## src/rtl/early_stage_predecode_queue.sv

```systemverilog
// Fetch-stage predecoder: per-slot immediate, type, control-flow flags and target into a FIFO.
// Optional `PREDECODE_TARGET_EN builds the per-slot target adders and target storage.
module early_stage_predecode_queue #(
  parameter int unsigned DATA_WIDTH  = 32,
  parameter int unsigned FETCH_WIDTH = 2,
  parameter int unsigned DEPTH       = 2
) (
  input  logic                              clk,
  input  logic                              reset,
  input  logic                              flush_i,
  input  logic                              in_valid_i,
  output logic                              in_ready_o,
  input  logic [DATA_WIDTH-1:0]             in_pc_i,
  input  logic [32*FETCH_WIDTH-1:0]         in_instr_i,
  input  logic [FETCH_WIDTH-1:0]            in_slot_valid_i,
  output logic                              out_valid_o,
  input  logic                              out_ready_i,
  output logic [DATA_WIDTH-1:0]             out_pc_o,
  output logic [32*FETCH_WIDTH-1:0]         out_instr_o,
  output logic [FETCH_WIDTH-1:0]            out_slot_valid_o,
  output logic [DATA_WIDTH*FETCH_WIDTH-1:0] out_imm_o,
  output logic [3*FETCH_WIDTH-1:0]          out_imm_type_o,
  output logic [FETCH_WIDTH-1:0]            out_is_branch_o,
  output logic [FETCH_WIDTH-1:0]            out_is_jal_o,
  output logic [FETCH_WIDTH-1:0]            out_is_jalr_o,
  output logic [DATA_WIDTH*FETCH_WIDTH-1:0] out_target_o,
  output logic [$clog2(DEPTH):0]            count_o
);

  localparam int unsigned PtrW = $clog2(DEPTH);
  localparam int unsigned CntW = PtrW + 1;

  localparam logic [2:0] TyI    = 3'd0;
  localparam logic [2:0] TyS    = 3'd1;
  localparam logic [2:0] TyB    = 3'd2;
  localparam logic [2:0] TyU    = 3'd3;
  localparam logic [2:0] TyJ    = 3'd4;
  localparam logic [2:0] TyNone = 3'd7;

  logic [DATA_WIDTH*FETCH_WIDTH-1:0] dec_imm;
  logic [3*FETCH_WIDTH-1:0]          dec_type;
  logic [FETCH_WIDTH-1:0]            dec_br, dec_jal, dec_jalr;
`ifdef PREDECODE_TARGET_EN
  logic [DATA_WIDTH*FETCH_WIDTH-1:0] dec_target;
`endif

  always_comb begin
    logic [31:0]           instr;
    logic [31:0]           imm32;
    logic [2:0]            ty;
    logic [DATA_WIDTH-1:0] imm;
    dec_imm  = '0;
    dec_type = '0;
    dec_br   = '0;
    dec_jal  = '0;
    dec_jalr = '0;
`ifdef PREDECODE_TARGET_EN
    dec_target = '0;
`endif
    for (int k = 0; k < int'(FETCH_WIDTH); k++) begin
      instr = in_instr_i[32*k +: 32];
      imm32 = '0;
      ty    = TyNone;
      if (in_slot_valid_i[k]) begin
        case (instr[6:0])
          7'b0000011, 7'b0010011: begin
            ty    = TyI;
            imm32 = {{20{instr[31]}}, instr[31:20]};
          end
          7'b1100111: begin
            ty          = TyI;
            imm32       = {{20{instr[31]}}, instr[31:20]};
            dec_jalr[k] = 1'b1;
          end
          7'b0100011: begin
            ty    = TyS;
            imm32 = {{20{instr[31]}}, instr[31:25], instr[11:7]};
          end
          7'b1100011: begin
            ty        = TyB;
            imm32     = {{20{instr[31]}}, instr[7], instr[30:25], instr[11:8], 1'b0};
            dec_br[k] = 1'b1;
          end
          7'b0110111, 7'b0010111: begin
            ty    = TyU;
            imm32 = {instr[31:12], 12'b0};
          end
          7'b1101111: begin
            ty         = TyJ;
            imm32      = {{12{instr[31]}}, instr[19:12], instr[20], instr[30:21], 1'b0};
            dec_jal[k] = 1'b1;
          end
          default: ty = TyNone;
        endcase
      end
      // Every RV32I immediate already carries instr[31] in bit 31, so a signed widen suffices.
      imm = DATA_WIDTH'($signed(imm32));
      dec_imm[DATA_WIDTH*k +: DATA_WIDTH] = imm;
      dec_type[3*k +: 3] = ty;
`ifdef PREDECODE_TARGET_EN
      if (dec_br[k] || dec_jal[k]) begin
        dec_target[DATA_WIDTH*k +: DATA_WIDTH] = in_pc_i + DATA_WIDTH'(4 * k) + imm;
      end
`endif
    end
  end

  logic [DATA_WIDTH-1:0]             pc_q       [DEPTH];
  logic [32*FETCH_WIDTH-1:0]         instr_q    [DEPTH];
  logic [FETCH_WIDTH-1:0]            slot_vld_q [DEPTH];
  logic [DATA_WIDTH*FETCH_WIDTH-1:0] imm_q      [DEPTH];
  logic [3*FETCH_WIDTH-1:0]          type_q     [DEPTH];
  logic [FETCH_WIDTH-1:0]            br_q       [DEPTH];
  logic [FETCH_WIDTH-1:0]            jal_q      [DEPTH];
  logic [FETCH_WIDTH-1:0]            jalr_q     [DEPTH];
`ifdef PREDECODE_TARGET_EN
  logic [DATA_WIDTH*FETCH_WIDTH-1:0] target_q   [DEPTH];
`endif
  logic [PtrW-1:0] wr_ptr_q, rd_ptr_q;
  logic [CntW-1:0] count_q;
  logic            push, pop;

  assign in_ready_o  = (count_q != CntW'(DEPTH));
  assign out_valid_o = (count_q != '0);
  assign push        = in_valid_i & in_ready_o & ~flush_i;
  assign pop         = out_valid_o & out_ready_i & ~flush_i;

  always_ff @(posedge clk) begin
    if (reset) begin
      wr_ptr_q <= '0;
      rd_ptr_q <= '0;
      count_q  <= '0;
      for (int i = 0; i < int'(DEPTH); i++) begin
        pc_q[i]       <= '0;
        instr_q[i]    <= '0;
        slot_vld_q[i] <= '0;
        imm_q[i]      <= '0;
        type_q[i]     <= '0;
        br_q[i]       <= '0;
        jal_q[i]      <= '0;
        jalr_q[i]     <= '0;
`ifdef PREDECODE_TARGET_EN
        target_q[i]   <= '0;
`endif
      end
    end else if (flush_i) begin
      wr_ptr_q <= '0;
      rd_ptr_q <= '0;
      count_q  <= '0;
    end else begin
      if (push) begin
        pc_q[wr_ptr_q]       <= in_pc_i;
        instr_q[wr_ptr_q]    <= in_instr_i;
        slot_vld_q[wr_ptr_q] <= in_slot_valid_i;
        imm_q[wr_ptr_q]      <= dec_imm;
        type_q[wr_ptr_q]     <= dec_type;
        br_q[wr_ptr_q]       <= dec_br;
        jal_q[wr_ptr_q]      <= dec_jal;
        jalr_q[wr_ptr_q]     <= dec_jalr;
`ifdef PREDECODE_TARGET_EN
        target_q[wr_ptr_q]   <= dec_target;
`endif
        wr_ptr_q <= wr_ptr_q + 1'b1;
      end
      if (pop) rd_ptr_q <= rd_ptr_q + 1'b1;
      if (push && !pop)      count_q <= count_q + 1'b1;
      else if (pop && !push) count_q <= count_q - 1'b1;
    end
  end

  assign out_pc_o         = pc_q[rd_ptr_q];
  assign out_instr_o      = instr_q[rd_ptr_q];
  assign out_slot_valid_o = slot_vld_q[rd_ptr_q];
  assign out_imm_o        = imm_q[rd_ptr_q];
  assign out_imm_type_o   = type_q[rd_ptr_q];
  assign out_is_branch_o  = br_q[rd_ptr_q];
  assign out_is_jal_o     = jal_q[rd_ptr_q];
  assign out_is_jalr_o    = jalr_q[rd_ptr_q];
`ifdef PREDECODE_TARGET_EN
  assign out_target_o     = target_q[rd_ptr_q];
`else
  assign out_target_o     = '0;
`endif
  assign count_o          = count_q;

endmodule
```

## config.mk

```make
export PLATFORM = sky130hd
export DESIGN_NAME = early_stage_predecode_queue
export DESIGN_NICKNAME = d
export VERILOG_FILES = /design/src/rtl/early_stage_predecode_queue.sv
export SDC_FILE = /design/constraint.sdc
export NUM_CORES = 1
export LEC_CHECK = 0
export BUFFER_PORTS_ARGS = -buffer_cell sky130_fd_sc_hd__buf_4
export CAP_MARGIN = 20
export CORE_MARGIN = 2
export CORE_UTILIZATION = 47
export DETAILED_ROUTE_END_ITERATION = 10
export GPL_TIMING_DRIVEN = 0
export PLACE_DENSITY = 0.74
export SYNTH_ARGS = -nofsm -noshare
export SYNTH_HDL_FRONTEND = slang
export SYNTH_SLANG_ARGS = --single-unit
```

## constraint.sdc

```tcl
create_clock -name clk -period 17.6 [get_ports clk]
set_clock_uncertainty 0.1 [all_clocks]
set_input_delay 1.76 -clock clk [delete_from_list [all_inputs] [get_ports clk]]
set_output_delay 1.76 -clock clk [all_outputs]
set_load 0.005 [all_outputs]
```

### Word level (Yosys, flattened, before mapping)

Memory sizes are Yosys's and may differ from the RTL's. A register that Yosys moved wholly into a read port is not among the register bits.
Cells that the tools add are included.

| storage, ports and cells | value |
|---|---|
| flip-flop bits (word level) | 4 |
| memory bits (writable) | 348 |
| input port bits | 103 |
| word-level logic and storage cells | 124 |
| memories | 8 |

Memory list:

| name | depth | bits a word | rd ports | clocked after Yosys merged registers in | write ports | RTL line | RTL |
|---|---|---|---|---|---|---|---|
| imm_q | 2 | 64 | 1 | 1 | 2 | 111 | `logic [DATA_WIDTH*FETCH_WIDTH-1:0] imm_q [DEPTH];` |
| instr_q | 2 | 64 | 1 | 1 | 2 | 109 | `logic [32*FETCH_WIDTH-1:0] instr_q [DEPTH];` |
| pc_q | 2 | 32 | 1 | 1 | 2 | 108 | `logic [DATA_WIDTH-1:0] pc_q [DEPTH];` |
| type_q | 2 | 6 | 1 | 1 | 2 | 112 | `logic [3*FETCH_WIDTH-1:0] type_q [DEPTH];` |
| br_q | 2 | 2 | 1 | 1 | 2 | 113 | `logic [FETCH_WIDTH-1:0] br_q [DEPTH];` |
| jal_q | 2 | 2 | 1 | 1 | 2 | 114 | `logic [FETCH_WIDTH-1:0] jal_q [DEPTH];` |
| 2 more memories | n/a | n/a | n/a | n/a | n/a | n/a |  |

| operators by class | value |
|---|---|
| add/sub/neg operators | 4 |
| equal/unequal tests | 17 |
| multiplexer cells | 68 |
| bitwise gates (word level) | 5 |
| reduce and logical (&&, ||, !) cells | 19 |

Operators by type and width:

| kind | number |
|---|---|
| $pmux W32 S5 | 2 |
| $mux W64 | 2 |
| $reduce_or A64 Y1 | 2 |
| $mux W32 | 3 |
| $mux W1 | 50 |
| $eq A7 B7 Y1 const B | 6 |
| $reduce_or A32 Y1 | 1 |
| $pmux W3 S5 | 2 |
| $eq A7 B5 Y1 const B | 4 |
| $eq A7 B6 Y1 const B | 4 |
| $eq A7 B2 Y1 const B | 2 |
| $reduce_or A2 Y1 | 7 |
| $mux W2 | 6 |
| $mux W3 | 2 |
| $mux W6 | 1 |
| $reduce_or A3 Y1 | 2 |
| $reduce_or A6 Y1 | 1 |
| $and A1 B1 Y1 | 4 |
| $reduce_bool A2 Y1 | 2 |
| $add A1 B1 Y1 const B | 2 |
| $add A2 B1 Y2 const B | 1 |
| $logic_and A1 B1 Y1 | 2 |
| $logic_not A1 Y1 | 2 |
| $ne A2 B2 Y1 const B | 1 |
| other kinds (2) | 2 |

### Longest topological paths before layout

Gate-level depths: netlist (run 1).

| depth | value |
|---|---|
| word-level depth | 9 |
| depth in mapped cells | 7 |

### Least setup slack after synthesis (run 1)

OpenSTA, ideal clock, no wires.

| timing | value |
|---|---|
| kind | input to register |
| start | input in_valid_i |
| end | memory br_q[0][0], enable pin |
| library setup time | 0.966 ns |
| data arrival time | 14.540 ns |
| data required time | 16.534 ns |
| path slack | 1.995 ns |
| stages on the path | 2 |
| cell sequence | nand2_1 o31ai_1 |

RTL lines:

| element | RTL line | RTL |
|---|---|---|
| start: declaration | 11 | `input logic in_valid_i,` |
| end: declaration | 113 |  |

==> impl_metrics.ini, run 1 <==
[cts]
root_buffer = clkbuf_16
tritoncts = built
clock_sinks = 353
clk_pin_slew_worst_paths_ps = 60
h-tree-depth = 2
post_cts_resized = 0
post_cts_buffers = 0
cts_buffer_depth = 3
cts_buffers = 38
clock_latency_ps = 520
cts_hold_buffers = 0

[floorplan]
chipWidth_um = 191
fp.dieH_um = 191
ios = 345
initial_core_util = 0.475
dieArea_sq_um = 36300
core_area_sq_um = 34500
num_rows = 68

[yosys]
synthTopCellsByArea = edfxtp_1 (64%), mux2_2 (12%), and2_1 (8.0%)
synth_async_sr_flop_share = 0
syn_area_sq_um = 16400
syn_area_per_cell_sq_um = 14.2
synth_xor_area_frac = 0.00214
synth-edff-count = 348
synth.yosys.seq_area_share = 0.645
synthCells = 1156
synth_fa_ha_area_frac = 0.000765
synth-compound-area-share = 0.0473
yosysTopAreaCellShare = 0.639
synthTopCellsByCount = edfxtp_1 (348), and2_1 (209), mux2_2 (177)
ys_seq_elements = 353
synth_cell_types = 57
yosysMostFrequentCell = edfxtp_1
synth_top_family_by_area = simple AND/OR/NAND/NOR gates
synthMuxAreaShare = 0.122
yosys.area.top_type = edfxtp_1
yosys_most_used_dff = edfxtp_1
synth-warning-count = 0
post_synth_and_or_nand_nor_area_fraction = 0.131

[status]
status = complete, no violations

[sta]
tightest_slew_ps = 1080
whs_ps = 428
setup_violations = 0
tns_ps = 0
final_max_slew_viol_count = 0
post-route-period-util = 0.260
hold_viol = 0
period_needed_ps = 4580
rsz0062_at_grt = no
slew_headroom = 0.271
max_freq_ghz = 0.218

[place]
port-buffer-count = 276
gp_congestion = 0.833
placed_area_sq_um = 19600
post-dp-hpwl_mm = 28.5

[layout]
antenna_cells = 0
area_growth_pct = 27.3
fin_util = 0.605
postLayoutCellArea_sq_um = 20800
fin_nets = 1653
nFillCells = 2706
layout-drive-gt1-share = 0.410

[global_routing]
grt_pass1_vias = 10600
grt_max_degree = 65
antenna_found_initial = 0
grt_use_total = 0.219
grt_pass1_wl_mm = 60.5
grt_remaining_overflow = 0

[run]
cap_violations = 0

[detailed_routing]
drc = 0
drt-wirelength-per-cell_um = 19.9
wl_mm = 40.5
drtIter0Drc = 753
via_count = 10500
avgViaCountPerCell = 5.19
ant_nets = 0
drt_pass1_iterations = 5

[critical_path]
worstPathMaxFanout = 10
end_kind = output pin
start_kind = register
worstPathRequired_ps = 15740
critical_path_class = register to output pin
crit_arrival_ps = 2720

[hold_path]
hold_class = register to register

[power]
ir_worst_vdd_v = 0.0000571
p_per_area_nw_per_um2 = 94.5
finalPower_mw = 1.97
cellLeakagePower_nw = 8.30
[placed cells by master (no fill, tap or decap), types with 3 or more instances in the layout]
cell type | Yosys | final
a21oi_1 | 29 | 29
a21oi_2 | 7 | 7
a22oi_1 | 31 | 31
a31oi_1 | 4 | 4
and2_1 | 209 | 209
and3_1 | 4 | 4
buf_16 | 0 | 9
buf_2 | 12 | 12
buf_4 | 66 | 342
buf_6 | 7 | 7
buf_8 | 0 | 5
bufinv_16 | 0 | 4
clkbuf_1 | 45 | 52
clkbuf_16 | 0 | 39
clkbuf_8 | 0 | 4
clkinv_1 | 0 | 7
clkinv_2 | 0 | 6
conb_1 | 1 | 64
dfxtp_1 | 5 | 5
edfxtp_1 | 348 | 348
inv_1 | 9 | 9
mux2_2 | 177 | 177
nand2_1 | 19 | 18
nor2_1 | 99 | 99
nor2_2 | 6 | 6
nor2b_1 | 3 | 3
nor3_1 | 5 | 5
o21ai_0 | 11 | 11
o22ai_1 | 3 | 3
or2_2 | 8 | 8
or3_1 | 3 | 3
xor2_1 | 4 | 4
[final timing paths]
kind	startpoint	endpoint	slack (ps)	depth (start not counted)
worst max-delay path	register	out_imm_o[32]	13020	4
worst min-delay path	count_o[1]$_SDFFE_PP0P_	count_o[1]$_SDFFE_PP0P_	430	2
worst max register to register	count_o[0]$_SDFFE_PP0P_	pc_q[1][26]$_SDFFCE_PN0P_	14660	5
worst min register to register	count_o[1]$_SDFFE_PP0P_	count_o[1]$_SDFFE_PP0P_	430	2
[registers in the layout (all words and copies together), names as in the netlist, named ones only]
register / cells
rd_ptr_q: 1
slot_vld_q: 4
count_o: 2
pc_q: 64
jal_q: 4
jalr_q: 4
br_q: 4
imm_q: 128
wr_ptr_q: 1
type_q: 12
instr_q: 128
[logic make-up after synthesis]
group                    count (synthesis)
XOR/XNOR                                 4
buffers and inverters                  141
AO/OA/AOI/OAI                          104
adder cells (fa/ha/maj)                  1
multiplexers                           177
flip-flops                             353
other                                    1
AND/OR/NAND/NOR                        375
[worst max-delay path: stages, from the launching register on]
cell and delay, ps:
dfxtp_1 340, clkbuf_1 480, clkbuf_1 790, mux2_2 440
buf_4 140
[per-layer routing]
metal  wire, um  vias up  global-route usage
met5          0        -                   0
met4       1220        0              0.0742
met3       2970       70              0.0420
met2      19400      425               0.360
met1      16900     5196               0.293
li1           -     4856                   -
[per-stage QoR]
step / setup slack, ps / instances
final: 13020 / 2033
after global routing: 12840 / 2033
after CTS: 12920 / 2033
after detailed placement: 13310 / 1964
after global placement: -5970 / 1950
after floorplan: 1990 / 1219
[cell type report]
type	instances	area (sq um)	area share
sequential	353	10600	0.506
multi-input combinational	725	5230	0.251
timing repair buffer	290	2390	0.115
clock buffer	50	1060	0.0507
buffer	132	812	0.0390
tap	455	569	0.0273
clock inverter	19	193	0.00925
inverter	9	33.8	0.00162
[report_power, final]
part	internal (mW)	total [mW]	switching, mW
Combinational	0.100	0.195	0.0944
Sequential	0.967	0.977	0.00995
Clock	0.481	0.797	0.316
Power figures use the tool's default switching activity.
==> run 2, diff against run 1 <==
clock period = 4.32 ns   (was 17.6 ns; I/O delays follow)
==> run 2 against run 1 <==
Sequential share of layout area is 0.46 points higher. Non-clock buffer count is 1 lower. Final cell count is 0.20% lower. Count of clock-buffer cells in the layout is 1 higher. Worst setup slack worse by 12000 ps. First-iteration DRC count is 7.8% higher. Wire length is 0.11% lower. Critical path depth stayed put. Hold slack worse by 330 ps. Die area stayed put. Critical path type unchanged. Critical endpoint is now out_is_jalr_o[0]. Highest routed layer is now met5.
==> impl_metrics.ini, run 2 (synthesized netlist as in run 1, its figures left out) <==
[critical_path]
rr_endpoint = pc_q[1][16]$_SDFFCE_PN0P_
worst-r2r-cell-count = 5
end_kind = output pin
max_stage_delay_ps = 680
r2r_slack_ps = 1480
crit_arrival_ps = 2700
crit_family = buffers and inverters
worst-path-buf-inv = 3
start_kind = register
crit_path_top_delay_cell = clkbuf_1
worstPathRequired_ps = 3790
critical_path_class = register to output pin
worstPathMaxFanout = 10
r2r_start = count_o[1]$_SDFFE_PP0P_
crit_chain = clkbuf_1 > clkbuf_1 > mux2_2 > buf_4
cpMostUsedCell = clkbuf_1

[place]
place_ws_ps = 1250
gp_congestion = 0.825
place_inst = 1963
post-dp-hpwl_mm = 28.3
port-buffer-count = 276

[power]
p_per_area_nw_per_um2 = 375
p_seq_frac = 0.514
clock_power_share = 0.386
ir_worst_vdd_v = 0.000211
p_int_mw = 6.06
switching_share = 0.218
cellLeakagePower_nw = 8.21
p_sw_mw = 1.69
combPwrFrac = 0.101

[hold_path]
hold_start = in_pc_i[25]
holdPathStages = 2
min_to = pc_q[0][25]$_SDFFCE_PN0P_
hold_class = input pin to register

[layout]
stdcell_count = 2029
mostFrequentLayoutCell = edfxtp_1
fin_util = 0.599
fin_nets = 1652
layout-drive-gt1-share = 0.409
antenna_cells = 0
area_growth_pct = 26.2
mostFrequentLayoutCells = edfxtp_1 (348), buf_4 (342), and2_1 (209)
reg.largest.list = imm_q (128), instr_q (128), pc_q (64)

[cts]
root_buffer = clkbuf_16
post_cts_resized = 0
clock_latency_ps = 520
clock_sinks = 353
cts_buffer_depth = 3
post_cts_buffers = 0
tritoncts = built
cts_buffers = 38
clk_pin_slew_worst_paths_ps = 60
h-tree-depth = 2
cts_hold_buffers = 0

[global_routing]
antenna_found_initial = 1
grt_remaining_overflow = 0
grt_pass1_wl_mm = 60.2
grt_pass1_vias = 10500
grt_use_total = 0.218
grt_max_degree = 89

[floorplan]
chipWidth_um = 191
num_rows = 68
fp.dieH_um = 191
ios = 345
dieArea_sq_um = 36300
core_area_sq_um = 34500
initial_core_util = 0.475

[detailed_routing]
drc = 0
ant_nets = 0
via_count = 10500
drt-wirelength-per-cell_um = 19.9
drtIter0Drc = 812
avgViaCountPerCell = 5.17
wl_mm = 40.5
drt_pass1_iterations = 5

[sta]
whs_ps = 103
slew_headroom = 0.280
final_max_slew_viol_count = 0
post-route-period-util = 0.749
tightest_slew_ps = 1070
period_needed_ps = 3230
worst_slack_ps = 1090
rsz0062_at_grt = no
hold_viol = 0
max_freq_ghz = 0.309
setup_violations = 0

[run]
cap_violations = 0

[status]
status = complete, no violations
-- run 2: changes by cell type in the layout (fill, tap and decap cells not counted), moves of 2 or more --
cell and change:
clkbuf_1 +3, bufinv_16 -4, clkbuf_16 +2, clkinv_2 +2, buf_16 -6, buf_8 +4, clkbuf_8 -4
-- run 2: area by class of cell --
type                       count  area, sq um
buffer                       132          812
fill                        2743        13800
timing repair buffer         289         2300
sequential                   353        10600
tap                          455          569
clock inverter                15         70.1
multi-input combinational    725         5250
inverter                       9         33.8
clock buffer                  51         1060
-- run 2: metal layers --
layer	wire length, um	part of all wire	up-vias	track usage
met5	12	0.00030	-	0
met4	1030	0.025	2	0.0671
met3	3050	0.075	64	0.0416
met2	19500	0.48	442	0.357
met1	16900	0.42	5136	0.294
li1	-	-	4839	-
-- run 2: worst register-to-register path, delay by kind of cell, from the launching register on --
kind / cells / cell delay (ps)
buf+inv: 2 / 1060
simple gates: 3 / 790
flops: 1 / 420
-- run 2: stage by stage --
stage | area (sq um) | total power [mW] | setup TNS (ps)
final | 20700 | 7.75 | 0
after global routing | 20700 | 8.00 | 0
after CTS | 20700 | 7.81 | 0
after detailed placement | 19500 | 4.84 | 0
after global placement | 19300 | 4.82 | -880440
after floorplan | 16600 | 4.41 | -207090
-- run 2: worst max path at each step --
stage,endpoint,cells past startpoint
6_report,out_is_jalr_o[0],4
3_5_place_dp,pc_q[1][17]$_SDFFCE_PN0P_,6
4_1_cts,out_imm_o[32],4
2_1_floorplan,br_q[0][0]$_SDFFCE_PN0P_,3
3_3_place_gp,instr_q[0][56]$_SDFFCE_PN0P_,3
5_1_grt,out_is_jal_o[0],4
-- run 2: power by group through the flow --
stage	sequential (mW)	clock [mW]	combinational, mW
floorplan	4.06	0	0.350
global placement	4.08	0	0.741
detailed placement	4.05	0	0.782
CTS	3.98	3.04	0.786
global route	4.00	3.17	0.836
finish	3.98	2.99	0.779
==> run 3, diff against run 2 <==
PLACE_DENSITY = 0.77   (was 0.74)
clock period = 2.7 ns   (was 4.32 ns; I/O delays follow)
==> run 3 against run 2 <==
Sequential cell count unchanged. Cell area increased by 4.3%. Wire length rose by 3.4%. Worst setup slack got worse by 930 ps. Final cell count rose by 4.4%. Sequential power increased by 60%. Core utilization is 2.6 points higher. Count of clock-buffer cells in the layout is 3 lower. Largest cell class unchanged. Combinational power is 75% higher. Non-clock buffer count increased by 86. Sequential share of layout area fell by 2.1 points. Total power rose by 62%.
==> impl_metrics.ini, run 3 (synthesized netlist as in run 1, its figures left out) <==
[status]
status = complete, no violations

[sta]
whs_ps = 26.3
hold_viol = 0
final_max_slew_viol_count = 0
max_freq_ghz = 0.393
post-route-period-util = 0.941
setup_violations = 0
tightest_slew_ps = 1070
period_needed_ps = 2540
rsz0062_at_grt = no
slew_headroom = 0.281

[detailed_routing]
drt-wirelength-per-cell_um = 19.7
ant_nets = 0
avgViaCountPerCell = 5.18
via_count = 11000
wl_met2_mm = 20.4
wl_met3_mm = 3.33
drc = 0
maxUsedRoutingLayer = met4
wl_mm = 41.8
drt_pass1_iterations = 5
drt-met1-wl_mm = 16.8
drtIter0Drc = 780

[layout]
area_growth_pct = 31.6
postLayoutCellArea_sq_um = 21500
reg.largest.list = imm_q (128), instr_q (128), pc_q (64)
layout-drive-gt1-share = 0.401
mostFrequentLayoutCell = edfxtp_1
fin_nets = 1740
mostFrequentLayoutCells = edfxtp_1 (348), buf_4 (343), and2_1 (209)
nFillCells = 2612

[floorplan]
initial_core_util = 0.475
num_rows = 68
core_area_sq_um = 34500
fp.dieH_um = 191
dieArea_sq_um = 36300
ios = 345
chipWidth_um = 191

[cts]
cts_buffer_depth = 3
root_buffer = clkbuf_16
h-tree-depth = 2
clock_sinks = 353
cts_buffers = 39
clock_latency_ps = 510
clk_pin_slew_worst_paths_ps = 60
tritoncts = built

[global_routing]
grt_pass1_vias = 11000
antenna_found_initial = 1
grt_use_total = 0.223
grt_pass1_wl_mm = 61.9
grt_remaining_overflow = 0
grt_max_degree = 90

[critical_path]
end_kind = output pin
worstPathRequired_ps = 2330
max_stage_delay_ps = 430
crit_arrival_ps = 2170
critical_path_class = register to output pin
start_kind = register
crit_path_top_delay_cell = buf_2
worstPathMaxFanout = 10
crit_chain = clkbuf_2 > buf_2 > mux2_2 > buf_4

[power]
cellLeakagePower_nw = 8.63
p_per_area_nw_per_um2 = 581
ir_worst_vdd_v = 0.000401

[place]
post-dp-hpwl_mm = 28.4
gp_congestion = 0.827
port-buffer-count = 276
placed_area_sq_um = 19500

[hold_path]
hold_class = input pin to register

[run]
cap_violations = 0
## run 3: changes by cell type in the layout (fill, tap and decap cells not counted), sizes merged
cell         delta
inv             +3
bufinv          +1
buf             +2
diode           +2
dlygate4sd3    +85
clkbuf          -4
nand2           +1
## run 3: layout make-up
cell class              count  area (sq um)  area share
plain buffers             132           836      0.0388
well taps                 455           569      0.0264
diodes                      2          5.00    0.000232
clock buffers              48          1010      0.0469
inverters                   9          33.8     0.00157
flip-flops and latches    353         10600       0.490
multi-input cells         726          5260       0.244
repair buffers            375          3150       0.146
clock inverters            19           125     0.00581
## run 3: routing by layer
layer / track usage / up-vias
met1: 0.292 / 5382
met2: 0.371 / 499
met3: 0.0447 / 80
met4: 0.0778 / 0
met5: 0 / -
li1: - / 5024
## run 3: critical path: cells and delay by family, from the launching register on
family	cells	cell delay [ps]
buf+inv	3	890
mux	1	410
flops	1	350
## run 3: final timing paths
kind,end,startpoint,cells after the start,slack (ps)
setup / recovery,out_imm_o[33],register,4,160
hold / removal,instr_q[0][36]$_SDFFCE_PN0P_,in_instr_i[36],2,30
setup reg to reg,pc_q[1][19]$_SDFFCE_PN0P_,count_o[0]$_SDFFE_PP0P_,5,210
hold reg to reg,rd_ptr_q$_SDFFE_PP0P_,rd_ptr_q$_SDFFE_PP0P_,2,430
## run 3: repair_timing
item | in CTS | in global routing
endpoints found under the setup margin | 276 | 108
pin swaps | 2 | 1
buffers inserted | 1 | 0
resized for setup | 17 | 5
cloned | 0 | 1
hold endpoints to repair | 191 | 0
hold buffers | 85 | 0
## run 3: power breakdown
group / internal [mW] / switching (mW) / leakage [nW]
sequential: 6.30 / 0.0659 / 3.69
clock: 2.75 / 2.05 / 0.557
combinational: 0.718 / 0.643 / 4.39
total: 9.77 / 2.75 / 8.63
## run 3: through the flow
step / setup WS, ps / instances / util / TNS (ps) / power (mW)
floorplan: -2810 / 1219 / - / -488970 / 7.05
global placement: -5310 / 1950 / 0.560 / -1106680 / 7.70
detailed placement: -240 / 1963 / 0.566 / -21580 / 7.73
CTS: 3.26 / 2116 / 0.625 / 0 / 12.6
global route: 28.8 / 2118 / 0.625 / 0 / 12.9
finish: 158 / 2119 / 0.625 / 0 / 12.5
